--- config.mk ---
export PLATFORM = sky130hd
export DESIGN_NAME = subcarrier_ctrl
export DESIGN_NICKNAME = d
export VERILOG_FILES = /design/src/rtl/subcarrier_ctrl_pkg.sv /design/src/rtl/subcarrier_ctrl_tick_gen.sv /design/src/rtl/subcarrier_ctrl.sv
export SDC_FILE = /design/constraint.sdc
export NUM_CORES = 1
export LEC_CHECK = 0
export ABC_AREA = 0
export BUFFER_PORTS_ARGS = -buffer_cell sky130_fd_sc_hd__buf_2
export CAP_MARGIN = 20
export CORE_ASPECT_RATIO = 2
export CORE_MARGIN = 5
export CORE_UTILIZATION = 39
export CTS_BUF_LIST = sky130_fd_sc_hd__clkbuf_16
export DETAILED_ROUTE_END_ITERATION = 7
export PLACE_DENSITY_LB_ADDON = 0.3
export SYNTH_ARGS = -nofsm -noshare
export SYNTH_HDL_FRONTEND = slang
export SYNTH_HIERARCHICAL = 1
export SYNTH_SLANG_ARGS = --single-unit
--- constraint.sdc ---
create_clock -name clock -period 4 [get_ports clock]
set_input_delay 1.2 -clock clock [delete_from_list [all_inputs] [get_ports clock]]
set_output_delay 1.2 -clock clock [all_outputs]
set_load 0.05 [all_outputs]
--- src/rtl/subcarrier_ctrl_pkg.sv ---
// Shared state encoding and default constants for the subcarrier controller.
// The preamble phase is built only when SC_PREAMBLE_EN is defined.
package subcarrier_ctrl_pkg;

    typedef enum logic [1:0] {
        ST_IDLE     = 2'd0,
        ST_PREAMBLE = 2'd1,
        ST_ACTIVE   = 2'd2,
        ST_DRAIN    = 2'd3
    } sc_state_t;

    localparam int DEF_DIV_W            = 8;
    localparam int DEF_BIT_HALFCYC      = 16;
    localparam int DEF_PREAMBLE_HALFCYC = 32;
    localparam int DRAIN_HALFCYC        = 2;

    // Width of a counter that has to reach (longest phase length - 1) ticks.
    function automatic int phase_cnt_w(input int a, input int b);
        int m;
        m = (a > b) ? a : b;
        if (DRAIN_HALFCYC > m) m = DRAIN_HALFCYC;
        return (m > 1) ? $clog2(m) : 1;
    endfunction

endpackage

--- src/rtl/subcarrier_ctrl_tick_gen.sv ---
// Half-period divider: counts 0..half_div-1, pulses tick on the last count and
// toggles the raw subcarrier. clear holds counter and sc_raw at zero.
module sc_tick_gen
    import subcarrier_ctrl_pkg::*;
#(
    parameter int DIV_W = DEF_DIV_W
) (
    input  logic             clock,
    input  logic             reset,
    input  logic             clear,
    input  logic [DIV_W-1:0] half_div,
    output logic             tick,
    output logic             sc_raw
);

    logic [DIV_W-1:0] counter;

    assign tick = (counter == (half_div - DIV_W'(1)));

    always_ff @(posedge clock or negedge reset) begin
        if (!reset) begin
            counter <= '0;
            sc_raw  <= 1'b0;
        end else if (clear) begin
            counter <= '0;
            sc_raw  <= 1'b0;
        end else if (tick) begin
            counter <= '0;
            sc_raw  <= ~sc_raw;
        end else begin
            counter <= counter + DIV_W'(1);
        end
    end

endmodule

--- src/rtl/subcarrier_ctrl.sv ---
// Subcarrier modulator: preamble (SC_PREAMBLE_EN only), data slots phase-flipped
// for '1' bits, then a short drain. Bits arrive through a one-entry holding register.
module subcarrier_ctrl
    import subcarrier_ctrl_pkg::*;
#(
    parameter int DIV_W            = DEF_DIV_W,
    parameter int BIT_HALFCYC      = DEF_BIT_HALFCYC,
    parameter int PREAMBLE_HALFCYC = DEF_PREAMBLE_HALFCYC
) (
    input  logic             clock,
    input  logic             reset,
    input  logic             start,
    input  logic [DIV_W-1:0] div_sel,
    input  logic             bit_data,
    input  logic             bit_valid,
    output logic             bit_ready,
    output logic             sc_out,
    output logic             busy,
    output logic             done
);

    localparam int SLOT_W = phase_cnt_w(PREAMBLE_HALFCYC, BIT_HALFCYC);
    localparam logic [SLOT_W-1:0] BIT_LAST   = SLOT_W'(BIT_HALFCYC - 1);
    localparam logic [SLOT_W-1:0] DRAIN_LAST = SLOT_W'(DRAIN_HALFCYC - 1);
`ifdef SC_PREAMBLE_EN
    localparam logic [SLOT_W-1:0] PRE_LAST   = SLOT_W'(PREAMBLE_HALFCYC - 1);
`endif

    sc_state_t         state;
    sc_state_t         state_next;
    logic [DIV_W-1:0]  half_div;
    logic [SLOT_W-1:0] slot_cnt;
    logic              hold_bit;
    logic              hold_full;
    logic              cur_bit;
    logic              tick;
    logic              sc_raw;
    logic              gen_clear;
    logic              transfer;
    logic              load;
    logic              phase_end;

    // Valid/ready: a bit moves into the holding register on any rising edge where
    // bit_valid and bit_ready are both high; bit_ready never depends on bit_valid.
    assign busy      = (state != ST_IDLE);
    assign bit_ready = busy & ~hold_full & (state != ST_DRAIN);
    assign transfer  = bit_valid & bit_ready;

    // Also clear on the way out so the divider is already zero in the first IDLE cycle.
    assign gen_clear = (state == ST_IDLE) | (state_next == ST_IDLE);

    sc_tick_gen #(
        .DIV_W (DIV_W)
    ) u_tick_gen (
        .clock    (clock),
        .reset    (reset),
        .clear    (gen_clear),
        .half_div (half_div),
        .tick     (tick),
        .sc_raw   (sc_raw)
    );

    always_ff @(posedge clock or negedge reset) begin
        if (!reset) state <= ST_IDLE;
        else        state <= state_next;
    end

    always_comb begin
        state_next = state;
        load       = 1'b0;
        phase_end  = 1'b0;
        done       = 1'b0;
        case (state)
            ST_IDLE: begin
                if (start) begin
`ifdef SC_PREAMBLE_EN
                    state_next = ST_PREAMBLE;
`else
                    state_next = ST_ACTIVE;
`endif
                end
            end
`ifdef SC_PREAMBLE_EN
            ST_PREAMBLE: begin
                if (tick && slot_cnt == PRE_LAST) begin
                    phase_end  = 1'b1;
                    load       = hold_full;
                    state_next = hold_full ? ST_ACTIVE : ST_DRAIN;
                end
            end
`endif
            // Without a preamble the first ACTIVE slot carries cur_bit = 0, since no
            // bit can be held yet; data loading starts at its closing boundary.
            ST_ACTIVE: begin
                if (tick && slot_cnt == BIT_LAST) begin
                    phase_end  = 1'b1;
                    load       = hold_full;
                    state_next = hold_full ? ST_ACTIVE : ST_DRAIN;
                end
            end
            ST_DRAIN: begin
                if (tick && slot_cnt == DRAIN_LAST) begin
                    phase_end  = 1'b1;
                    done       = 1'b1;
                    state_next = ST_IDLE;
                end
            end
            default: state_next = ST_IDLE;
        endcase
    end

    always_ff @(posedge clock or negedge reset) begin
        if (!reset) begin
            half_div <= '0;
        end else if (state == ST_IDLE && start) begin
            half_div <= (div_sel == '0) ? DIV_W'(1) : div_sel;
        end
    end

    always_ff @(posedge clock or negedge reset) begin
        if (!reset) begin
            slot_cnt <= '0;
        end else if (state == ST_IDLE || phase_end) begin
            slot_cnt <= '0;
        end else if (tick) begin
            slot_cnt <= slot_cnt + SLOT_W'(1);
        end
    end

    // A load and a new transfer in one cycle keep the entry full with the new bit.
    always_ff @(posedge clock or negedge reset) begin
        if (!reset) begin
            hold_bit  <= 1'b0;
            hold_full <= 1'b0;
            cur_bit   <= 1'b0;
        end else begin
            if (state == ST_IDLE) cur_bit <= 1'b0;
            else if (load)        cur_bit <= hold_bit;

            if (transfer) begin
                hold_bit  <= bit_data;
                hold_full <= 1'b1;
            end else if (load || state == ST_IDLE) begin
                hold_full <= 1'b0;
            end
        end
    end

    always_comb begin
        sc_out = 1'b0;
        case (state)
            ST_ACTIVE:   sc_out = sc_raw ^ cur_bit;
            ST_PREAMBLE: sc_out = sc_raw;
            ST_DRAIN:    sc_out = sc_raw;
            default:     sc_out = 1'b0;
        endcase
    end

endmodule

==> results.json <==
{
  "clk_root_buffer_cell": "clkbuf_16",
  "rr_endpoint": "u_tick_gen/sc_raw$_DFFE_PN0P_",
  "fmax_mhz": 268,
  "synth_ff_type": "dfrtp_1",
  "grt_remaining_overflow": 0,
  "leakage_uw": 0.000787,
  "synth_area_leaders": "dfrtp_1, mux2_2, xor2_1",
  "drtAntennaViolNets": 0,
  "synth_area_mm2": 0.00158,
  "slew_violations": 0,
  "hold_viol": 0,
  "grt_pass1_wl_um": 5270,
  "p_seq_share_pct": 46.0,
  "status": "finished, final reports clean",
  "route.detailed.drc": 0,
  "cap_violations": 0,
  "drt-wirelength-per-cell_um": 14.5,
  "rsz0062_at_grt": "false",
  "cts_buffer_depth": 2,
  "synth_cell_types": 45,
  "r2r_start": "half_div[0]$_DFFE_PN0P_",
  "fp.dieH_um": 100,
  "swShare_pct": 35.0,
  "ios": 17,
  "grt_pass1_vias": 1157,
  "tns_ps": 0,
  "worstMarginPinSlew_ps": 596,
  "multiInputGateArea_um2": 848,
  "postCtsSetupBuffers": 0,
  "vias": 1144,
  "postCtsResizedCells": 0,
  "port-buffer-count": 16,
  "start_util_pct": 40.7,
  "num_rows": 32,
  "hp-class": "reg -> reg",
  "p_int_uw": 632,
  "drive_gt1_share_pct": 24.4,
  "slew_headroom_pct": 60.3,
  "cts_hold_buffers": 0,
  "cts.sinks": 27,
  "route.detailed.vias_per_inst": 5.22,
  "pwr_density_cell_mw_per_mm2": 546,
  "reg2regPathDepth": 11,
  "ff_latch_area_um2": 676,
  "yosysTopAreaCell": "dfrtp_1",
  "syn_inst": 152,
  "diodes": 0,
  "setup_viol_count_final": 0,
  "yosysWarnings": 6,
  "ir_drop_v": 0.000354,
  "min_period_ps": 3730,
  "p_comb_share_pct": 30.8,
  "synth_seq_cells": 27,
  "clock_skew_ps": 2.40,
  "antenna_found_initial": 0,
  "p_clk_share_pct": 23.2,
  "synthArstFlopShare_pct": 100,
  "placed_cells": 215,
  "start_kind": "flop",
  "critPathCapture": "done",
  "hpwl_um": 2380,
  "dieArea_mm2": 0.00551,
  "die_x_um": 55.0,
  "synthToLayoutAreaGrowth_pct": 12.7,
  "p_switching_uw": 340,
  "tritoncts": "built",
  "yosysTopAreaCellShare_pct": 42.7,
  "synth_seq_area_share_pct": 42.7,
  "path_clk_slew_ps": 60,
  "first_pass_iters": 4,
  "worst-setup-path-type": "reg -> out",
  "cp-startpoint": "half_div[0]$_DFFE_PN0P_",
  "numCtsBuffers": 3,
  "syn_nets": 170,
  "synth-edff-count": 0,
  "grtUsageTotal_pct": 12.9,
  "worstSetupEndpointType": "output pin",
  "fin_cells": 219,
  "place.gp.congestion": 0.854,
  "clock_latency_ps": 260,
  "avgSynthCellArea_um2": 10.4,
  "final_util_pct": 45.9,
  "worstPathMaxFanout": 4,
  "power_uw": 973,
  "nFillCells": 383,
  "final_nets": 187,
  "htreeDepth": 1,
  "whs_ps": 517,
  "design.core.area_mm2": 0.00388,
  "drt_iter0_drc": 27,
  "worstPathArrival_ps": 2530,
  "rrSetupSlack_ps": 970,
  "grt_max_degree": 28,
  "fin_crit_sh_pct": 93.3,
  "crit_required_ps": 2800,
  "routed_wl_um": 3180
}
worst min path at each step:
stage	to	from	slack (ps)	depth (start not counted)
final	hold_bit$_DFFE_PN0P_	hold_bit$_DFFE_PN0P_	520	1
after global routing	hold_bit$_DFFE_PN0P_	hold_bit$_DFFE_PN0P_	550	1
after CTS	hold_bit$_DFFE_PN0P_	hold_bit$_DFFE_PN0P_	520	1
after detailed placement	hold_bit$_DFFE_PN0P_	hold_bit$_DFFE_PN0P_	500	1
after global placement	hold_bit$_DFFE_PN0P_	hold_bit$_DFFE_PN0P_	490	1
after floorplan	hold_bit$_DFFE_PN0P_	hold_bit$_DFFE_PN0P_	480	1
stage by stage:
step | worst slack [ps] | area, um2
2_1_floorplan | 188 | 1580
3_3_place_gp | 624 | 1700
3_5_place_dp | 553 | 1700
4_1_cts | 257 | 1780
5_1_grt | 116 | 1780
6_report | 267 | 1780
state kept, by name, summed over array words and instances (netlist names):
name	flops
state	2
u_tick_gen/counter	8
u_tick_gen/sc_raw	1
half_div	8
hold_full	1
slot_cnt	5
hold_bit	1
cur_bit	1
cell families (layout without fill, tap and decap cells):
logic type,count (synthesis),after routing,share of synthesized area (%)
AO/OA/AOI/OAI,19,19,9.89
flip-flops,27,27,42.7
AND/OR/NAND/NOR,62,62,23.1
multiplexers,10,10,7.28
buffers and inverters,12,28,3.64
adder cells (fa/ha/maj),5,5,3.96
XOR/XNOR,17,17,9.41
power by group through the flow:
stage,clock (uW),sequential (uW),combinational (uW)
2_1_floorplan,0,414,255
3_3_place_gp,0,447,287
3_5_place_dp,0,451,298
4_1_cts,231,448,302
5_1_grt,243,461,338
6_report,226,447,300
cell type report:
type | instances | area share [%]
multi-input cells | 113 | 47.6
flip-flops and latches | 27 | 37.9
repair buffers | 17 | 4.92
clock buffers | 3 | 4.21
well taps | 51 | 3.58
inverters | 7 | 1.47
clock inverters | 1 | 0.281
cell usage after synthesis (2+ instances only):
master	instances
a211oi_1	2
a21boi_0	2
a21oi_1	4
and3_1	3
dfrtp_1	27
ha_1	5
inv_1	7
mux2_2	8
nand2_1	9
nand2b_1	4
nand3_1	6
nand4_1	2
nor2_1	12
nor3_1	8
nor3b_1	4
o211ai_1	3
o21ai_0	2
or2_2	2
xnor2_1	7
xor2_1	10
critical path, stage by stage, from the launching register on:
cell,delay [ps]
dfrtp_1,440
inv_1,80
ha_1,170
nor3b_1,250
o211ai_1,130
or3_4,360
a211oi_4,240
nand4b_1,190
nor2_1,150
buf_2,270
layer usage:
layer / vias up / wire length (um) / global-route usage (%)
met2: 22 / 1730 / 21.6
met4: 0 / 76 / 6.37
li1: 569 / - / -
met1: 545 / 1280 / 15.4
met3: 8 / 86 / 1.93
met5: - / 0 / 0
layout by cell type, fill, tap and decap left out, types with 5 or more instances in the layout:
cell type	count
dfrtp_1	27
nor2_1	12
xnor2_1	7
nand2_1	9
nor3_1	8
nand3_1	6
buf_2	16
xor2_1	10
mux2_2	8
ha_1	5
inv_1	7
Note: power is estimated with default switching activity, not from simulation.
